--- src/rtl/vmem_xbar_sched_pkg.sv ---
// Shared definitions for the vector-memory load crossbar sequencer:
// controller state encoding and line geometry.
package vmem_pkg;

  localparam int unsigned LINE_BITS      = 512;
  localparam int unsigned ELEM_BITS      = 32;
  localparam int unsigned ELEMS_PER_LINE = LINE_BITS / ELEM_BITS;
  localparam int unsigned SEL_W          = $clog2(ELEMS_PER_LINE);

  typedef enum logic [1:0] {
    ST_IDLE,
    ST_ISSUE,
    ST_WAIT,
    ST_FIN
  } state_e;

endpackage

--- src/rtl/vmem_xbar_sched_lane_match.sv ---
// Per-lane line match: a pending lane whose element lives in the fetched
// line is served now, selecting its element offset within that line.
module vmem_lane_match #(
  parameter int unsigned ADDRWIDTH = 32,
  parameter int unsigned SELWIDTH  = 4
) (
  input  logic [ADDRWIDTH-1:0]          lane_addr,
  input  logic                          pending,
  input  logic [ADDRWIDTH-SELWIDTH-1:0] cur_line,
  output logic                          match,
  output logic [SELWIDTH-1:0]           sel
);

  always_comb begin
    match = pending && (lane_addr[ADDRWIDTH-1:SELWIDTH] == cur_line);
    sel   = match ? lane_addr[SELWIDTH-1:0] : '0;
  end

endmodule

--- src/rtl/vmem_xbar_sched.sv ---
// Strided vector-load sequencer: fetches one memory line at a time and
// steers every element of that line into its lane through the crossbar.
module vmem_xbar_sched
  import vmem_pkg::*;
#(
  parameter int unsigned NUMOUTS     = 16,
  parameter int unsigned SELWIDTH    = SEL_W,
  parameter int unsigned ADDRWIDTH   = 32,
  parameter int unsigned STRIDEWIDTH = 16,
  parameter int unsigned VLWIDTH     = 7,
  parameter int unsigned GRPWIDTH    = 2
) (
  input  logic                          clk,
  input  logic                          resetn,
  input  logic                          start,
  input  logic [ADDRWIDTH-1:0]          base,
  input  logic [STRIDEWIDTH-1:0]        stride,
  input  logic [VLWIDTH-1:0]            vl,
  output logic                          busy,
  output logic                          done,
  output logic                          mem_req,
  output logic [ADDRWIDTH-SELWIDTH-1:0] mem_line,
  input  logic                          mem_gnt,
  input  logic                          mem_rvalid,
  output logic [SELWIDTH*NUMOUTS-1:0]   xbar_sel,
  output logic [NUMOUTS-1:0]            lane_we,
  output logic [GRPWIDTH-1:0]           wb_group
);

  localparam int unsigned LINEW = ADDRWIDTH - SELWIDTH;
  localparam int unsigned CNTW  = VLWIDTH + 1;

  state_e                 state_q, state_d;
  logic [ADDRWIDTH-1:0]   lane_addr_q [NUMOUTS];
  logic [ADDRWIDTH-1:0]   lane_addr_d [NUMOUTS];
  logic [NUMOUTS-1:0]     pending_q, pending_d;
  logic [GRPWIDTH-1:0]    group_q, group_d;
  logic [LINEW-1:0]       cur_line_q, cur_line_d;
  logic [VLWIDTH-1:0]     vl_q, vl_d;
  logic [ADDRWIDTH-1:0]   stride_q, stride_d;

  logic [NUMOUTS-1:0]     match;
  logic [SELWIDTH-1:0]    sel [NUMOUTS];
  logic [ADDRWIDTH-1:0]   stride_ext;
  logic [ADDRWIDTH-1:0]   grp_step;
  logic [LINEW-1:0]       first_line;
  logic                   found;
  logic [CNTW-1:0]        next_base;

  for (genvar gi = 0; gi < NUMOUTS; gi++) begin : g_lane
    vmem_lane_match #(
      .ADDRWIDTH(ADDRWIDTH),
      .SELWIDTH (SELWIDTH)
    ) u_match (
      .lane_addr(lane_addr_q[gi]),
      .pending  (pending_q[gi]),
      .cur_line (cur_line_q),
      .match    (match[gi]),
      .sel      (sel[gi])
    );
  end

  assign stride_ext = ADDRWIDTH'($signed(stride));
  assign grp_step   = stride_q * ADDRWIDTH'(NUMOUTS);
  assign next_base  = CNTW'((32'(group_q) + 32'd1) * NUMOUTS);
  assign wb_group   = group_q;

  // Line of the lowest-index pending lane drives the next request.
  always_comb begin
    first_line = lane_addr_q[0][ADDRWIDTH-1:SELWIDTH];
    found      = 1'b0;
    for (int unsigned i = 0; i < NUMOUTS; i++) begin
      if (pending_q[i] && !found) begin
        first_line = lane_addr_q[i][ADDRWIDTH-1:SELWIDTH];
        found      = 1'b1;
      end
    end
  end

  always_comb begin
    state_d     = state_q;
    lane_addr_d = lane_addr_q;
    pending_d   = pending_q;
    group_d     = group_q;
    cur_line_d  = cur_line_q;
    vl_d        = vl_q;
    stride_d    = stride_q;
    busy        = (state_q != ST_IDLE);
    done        = 1'b0;
    mem_req     = 1'b0;
    mem_line    = '0;
    lane_we     = '0;
    xbar_sel    = '0;

    case (state_q)
      ST_IDLE: begin
        if (start) begin
          vl_d      = vl;
          stride_d  = stride_ext;
          group_d   = '0;
          pending_d = '0;
          if (vl != '0) begin
            for (int unsigned i = 0; i < NUMOUTS; i++) begin
              lane_addr_d[i] = base + ADDRWIDTH'(i) * stride_ext;
              pending_d[i]   = (i < 32'(vl));
            end
            state_d = ST_ISSUE;
          end else begin
            state_d = ST_FIN;
          end
        end
      end
      ST_ISSUE: begin
        mem_req    = 1'b1;
        mem_line   = first_line;
        cur_line_d = first_line;
        if (mem_gnt) state_d = ST_WAIT;
      end
      ST_WAIT: begin
        for (int unsigned i = 0; i < NUMOUTS; i++) begin
          xbar_sel[i*SELWIDTH +: SELWIDTH] = sel[i];
        end
        lane_we = {NUMOUTS{mem_rvalid}} & match;
        if (mem_rvalid) begin
          pending_d = pending_q & ~match;
          if (pending_d != '0) begin
            state_d = ST_ISSUE;
          end else if (next_base >= CNTW'(vl_q)) begin
            state_d = ST_FIN;
          end else begin
            group_d = group_q + 1'b1;
            for (int unsigned i = 0; i < NUMOUTS; i++) begin
              lane_addr_d[i] = lane_addr_q[i] + grp_step;
              pending_d[i]   = (32'(next_base) + i < 32'(vl_q));
            end
            state_d = ST_ISSUE;
          end
        end
      end
      ST_FIN: begin
        done    = 1'b1;
        state_d = ST_IDLE;
      end
      default: state_d = ST_IDLE;
    endcase
  end

  always_ff @(posedge clk) begin
    if (resetn) begin
      state_q     <= ST_IDLE;
      lane_addr_q <= '{default: '0};
      pending_q   <= '0;
      group_q     <= '0;
      cur_line_q  <= '0;
      vl_q        <= '0;
      stride_q    <= '0;
    end else begin
      state_q     <= state_d;
      lane_addr_q <= lane_addr_d;
      pending_q   <= pending_d;
      group_q     <= group_d;
      cur_line_q  <= cur_line_d;
      vl_q        <= vl_d;
      stride_q    <= stride_d;
    end
  end

endmodule

--- config.mk ---
export PLATFORM = sky130hd
export DESIGN_NAME = vmem_xbar_sched
export DESIGN_NICKNAME = d
export VERILOG_FILES = /design/src/rtl/vmem_xbar_sched_pkg.sv /design/src/rtl/vmem_xbar_sched_lane_match.sv /design/src/rtl/vmem_xbar_sched.sv
export SDC_FILE = /design/constraint.sdc
export NUM_CORES = 2
export LEC_CHECK = 0
export CAP_MARGIN = 20
export CORE_ASPECT_RATIO = 1.4
export CORE_UTILIZATION = 45
export DETAILED_ROUTE_END_ITERATION = 8
export MAX_ROUTING_LAYER = met4
export PLACE_DENSITY_LB_ADDON = 0.05
export SETUP_SLACK_MARGIN = 0.3
export SYNTH_ARGS = -nofsm -noshare
export SYNTH_HDL_FRONTEND = slang
export SYNTH_SLANG_ARGS = --single-unit
export TNS_END_PERCENT = 20
--- constraint.sdc ---
create_clock -name clk -period 9.84 [get_ports clk]
set_input_delay 1.968 -clock clk [delete_from_list [all_inputs] [get_ports clk]]
set_output_delay 1.968 -clock clk [all_outputs]
set_load 0.05 [all_outputs]
* Yosys cells after proc, flatten, opt, wreduce, memory -nomap -nowiden
Cells that the tools add are included.
Word-level totals: bits in registers 583, input bits 60, output and inout port bits 113
Cells by class: add/sub/neg operators 48, multiply operators 11, order comparisons 33, equality and inequality tests 25, multiplexer cells 75, bitwise operators 3, reductions and logical operators 56
Operators by type and width (number):
- 512-bit 2-to-1 mux | 5
- 512-bit case mux with 2 select lines | 1
- 32-bit adder | 31
- 28-bit equality test | 16
- 28-bit 2-to-1 mux | 16
- 8-bit by 7-bit < comparator with 1-bit output | 15
- 16-bit 2-to-1 mux | 6
- 5-bit by 16-bit multiplier with 21-bit output (first input constant) | 4
- 7-bit by 4-bit adder with 8-bit output (second input constant) | 8
- 3-bit by 32-bit multiplier with 31-bit output (first input constant) | 2
- 4-bit 2-to-1 mux | 16
- 64-bit 2-to-1 mux | 1
- 4-bit by 7-bit < comparator with 1-bit output (first input constant) | 8
- 4-bit by 16-bit multiplier with 20-bit output (first input constant) | 2
- 7-bit by 3-bit adder with 8-bit output (second input constant) | 4
- 16-bit bitwise AND | 2
- 2-bit by 32-bit multiplier with 30-bit output (first input constant) | 1
- 2-bit by 32-bit multiplier with 31-bit output (first input constant) | 1
- 16-bit case mux with 2 select lines | 1
- 1-bit logical AND | 31
- 3-bit by 7-bit < comparator with 1-bit output (first input constant) | 4
- 2-bit 2-to-1 mux | 10
- 3-bit by 16-bit multiplier with 19-bit output (first input constant) | 1
- 1-bit 2-to-1 mux | 17
- other kinds (23) | 48

* Longest topological paths before layout
depth after elaboration 47, mapped depth 30

* Cells and area by module
From an unflattened synthesis, not the netlist that was laid out.
Second synthesis, totals: cell total of the unflattened synthesis 10543, area, all modules 78520.3 um2
Modules (own cells, without submodules):
- vmem_xbar_sched | instances 1, cells each 9775, area each 72854.9 um2, seq. area each 10990.5 um2
- vmem_lane_match | instances 16, cells each 48, area each 354.1 um2, seq. area each 0.0 um2

* Worst setup path before layout
Ideal clock, no wire load.
kind input-to-reg, start point in stride[0], end point reg lane_addr_q[95] (netlist bit), library setup time 0.133 ns, data arrival time 8.168 ns, slack 1.539 ns, stages on the path 26, cell sequence ha_1 -> fa_1 -> ha_1 -> ha_1 -> a21o_1 -> a21oi_1 -> o21bai_1 -> a2111oi_0 -> o31ai_1 -> o211a_1 -> o21a_1 -> o21a_1 -> o21a_1 -> o21ai_0 -> xnor2_1 -> ha_1 -> a21o_1 -> a21o_1 -> or3_1 -> o311ai_0 -> a211oi_1 -> a31oi_1 -> o21ai_0 -> xnor2_1 -> xnor2_1 -> o32ai_1
Between the ends: longest elaborated chain between the ends 5
Ends and longest elaborated chain:
- from (decl) | RTL line vmem_xbar_sched.sv:17 | input logic [STRIDEWIDTH-1:0] stride,
- 5-bit by 16-bit multiplier with 21-bit output | RTL line vmem_xbar_sched.sv:104 | lane_addr_d[i] = base + ADDRWIDTH'(i) * stride_ext;
- 32-bit adder | RTL line vmem_xbar_sched.sv:104
- 512-bit 2-to-1 mux | RTL line vmem_xbar_sched.sv:102 | if (vl != '0) begin
- 512-bit 2-to-1 mux | RTL line vmem_xbar_sched.sv:97 | if (start) begin
- 512-bit case mux with 2 select lines | RTL line vmem_xbar_sched.sv:95 | case (state_q)
- to (signal assigned) | RTL line vmem_xbar_sched.sv:159 | lane_addr_q <= lane_addr_d;
- to (decl) | RTL line vmem_xbar_sched.sv:34 | logic [ADDRWIDTH-1:0] lane_addr_q [NUMOUTS];
No other way between the ends. The select of a mux whose other input is x is not followed. A chain may end at the register's enable or synchronous reset.

* Worst setup path after layout
Ends and elaborated chain as after synthesis.

==> metrics.txt <==
Final Hold Fails=0; Worst Setup End Kind=flop; final core occ=around 50%; GP Congestion=about 1.1; status=finished clean; Clk Tree Root Cell=clkbuf_16; WS Path Type=in -> reg; post-synthesis async set-or-reset flop share=0%; Starting Density=45.3%; Syn Nets=about 12,000; Max Fclk=around 110 MHz; RSZ-0062 raised after global routing=false; Area growth, synth to finish=9.85%; global-route wire length before repair=569,000 um; Mapped Cells=~11,000; share of cells above drive strength 1=approximately 5.4%; standard-cell row count=180; final period utilization=about 93%; Crit path largest cell delay=about 620 ps; Peak VDD IR=roughly 300 uV; core area=172,000 um2; vias per cell=approximately 6.6; CTS Sinks=around 550; H-Tree Depth=3; drt wl/cell=31.4 um; clock latency on the worst-skew pair=about 740 ps; max_slew headroom=8.31%; setup violators final=0; Port-buffer cells=approximately 170; worst-path maximum fanout=10; Worst Clk Skew=between 30 and 40 ps; Die Span Y=around 490 um; Synth Warn #=0; Post-Route WL=407,000 um; Buf/Inv on CP=4; worst hold slack=about 450 ps; cts bufs inserted=76; Leakage=38.2 nW; Reg area=11,000 um2; Reg clk slew, reported paths=60 ps; GRT Total Usage=a little under half; final net count=about 12,000; Max Buffers Root-to-Sink=3; filler instances=approximately 17,000; Critical Path RT=about 10,000 ps; DIE AREA=175,000 um2; placed cell count=between 10,000 and 15,000; CP startpoint kind=input port; CTS tree=built; drt pass-1 iters=7; Multi-input gate area=63,600 um2; Main synth FF type=dfxtp_1; GR Overflow Total=0; most common cell after layout, fill and taps aside=nor2_1; critical path's most frequent cell=ha_1; DRC=0; initial antenna violation count=20; Post-synth EDFFs=0; Arrival @ worst endpoint=between 9000 and 10,000 ps; 1st-iter DRT viols=10,700; pwr dens=between 200 and 250 nW/um2; CP max stage cell=fa_1; worst slew pin tran=1370 ps; Tmin final=roughly 9200 ps; sequential fraction of the synthesis area=roughly 14%; I/O pins=about 170; Synth Register Bits=549; Worst Hold Class=reg -> reg; Die Span X=between 300 and 400 um; total number of vias=85,100; Setup TNS=0 ps; vias in the first global route=78,200; most frequent cells in the layout=1,224 x nor2_1, 964 x ha_1, 871 x a21oi_1, 758 x nand2_1, 666 x xor2_1; Cell variety after synth=just over 100; hpwl dp=322,000 um; fin cells=between 10,000 and 15,000; max cap viols=0; largest net degree at the start of global routing=177; Post-Syn Area=between 70,000 and 80,000 um2; syn avg cell area=roughly 7.4 um2; fin. max-slew vios=0; Routed Antenna Nets=0; Top Family by Delay on Critical Path=compound AO/OA/AOI/OAI gates
[repair_timing]
item,CTS,global route
hold buffers,0,0
buffers inserted,0,0
gates resized for setup,0,2
endpoints found under the setup margin,0,1
[synth_stat cells, types with 24 or more instances]
library cell  instances  share of area [%]
o41ai_1              24               0.27
nor2_1             1227                5.9
nand3b_1             24               0.23
a211oi_1            407                3.9
and2_1               49               0.39
a311oi_1             65               0.73
o311ai_0             29               0.33
nand2_1             760                3.7
buf_1                25               0.12
a31oi_1             113               0.91
mux2i_1              28               0.36
o21a_1              136                1.3
o221ai_1             28               0.31
nand3_1             213                1.4
clkbuf_1            294                1.4
a22oi_1              33               0.32
buf_2               108               0.69
fa_1                119                3.1
inv_1               374                1.8
o22ai_1              67               0.54
a21boi_0             25               0.24
ha_1                964                 15
o21bai_1            108                1.0
nand4_1              72               0.58
a21oi_1             873                5.6
xor2_1              668                7.5
a2111oi_0            26               0.29
xnor2_1             623                7.0
o31ai_1              51               0.49
nand2b_1            122               0.98
a211o_1              40               0.45
o211ai_1             85               0.82
nor3_1              483                3.1
nor2b_1             122               0.98
and3_1               78               0.63
dfxtp_1             549                 14
a221oi_1             28               0.31
a21o_1              289                2.8
or2_2                29               0.23
or3_1                91               0.73
o21ai_0             588                3.8
nor4_1              138                1.1
[final cells by class]
type	count	share of cell area [%]
timing repair buffer	482	4.82
clock inverter	19	0.287
multi-input combinational	9133	74.3
clock buffer	118	2.71
inverter	377	1.65
sequential	549	12.8
antenna	22	0.0643
tap	2275	3.33
[worst paths after layout]
check	to	slack [ps]	depth (start not counted)	from
max reg2reg	lane_addr_q[86]$_SDFFE_PP0P_	2880	13	cur_line_q[20]$_SDFFE_PP0P_
min	lane_addr_q[259]$_SDFFE_PP0P_	450	2	lane_addr_q[259]$_SDFFE_PP0P_
min reg2reg	lane_addr_q[259]$_SDFFE_PP0P_	450	2	lane_addr_q[259]$_SDFFE_PP0P_
max	lane_addr_q[95]$_SDFFE_PP0P_	670	29	stride[0]
[flip-flops by register name, indices dropped and copies added, names as in the netlist]
name	flops
stride_q	16
vl_q	7
pending_q	16
state_q	2
lane_addr_q	478
wb_group	2
cur_line_q	28
[cell families after synthesis]
logic type                 Yosys count  synth area share, %
and+or+nand+nor                   3484                 20.7
AOI/OAI and AO/OA                 3242                 27.2
xor gates and xnor gates          1292                 14.5
adders and majority gates         1083                 18.5
buffers and inverters              839                 4.48
DFF                                549                 14.1
muxes                               32                0.418
[per-stage QoR]
stage	total power [mW]	setup slack, ps	area (um2)
2_1_floorplan	9.88	1540	77900
3_3_place_gp	13.7	171	82900
3_5_place_dp	13.8	170	82900
4_1_cts	16.9	920	85500
5_1_grt	18.1	300	85600
6_report	17.4	669	85600
[worst min-delay path: stages, from the launching register on]
cell and delay, ps:
dfxtp_1 310, nand2_1 50, a21oi_1 50
[routing by layer]
layer / global-route usage (%) / up-vias / wire, um / share of wire (%)
li1: - / 38700 / - / -
met3: 11.5 / 1195 / 41900 / 10
met4: 36.6 / 0 / 39200 / 9.6
met5: - / - / 0 / 0
met2: 65.2 / 4673 / 166000 / 41
met1: 55.4 / 40600 / 160000 / 39
[power by group]
group | switching [mW] | total (mW) | internal [mW] | leakage [nW]
clock network | 1.35 | 3.06 | 1.71 | 1.27
logic | 7.01 | 11.0 | 4.00 | 32.4
registers | 0.732 | 3.32 | 2.58 | 4.54
(Power assumes the default switching activity.)
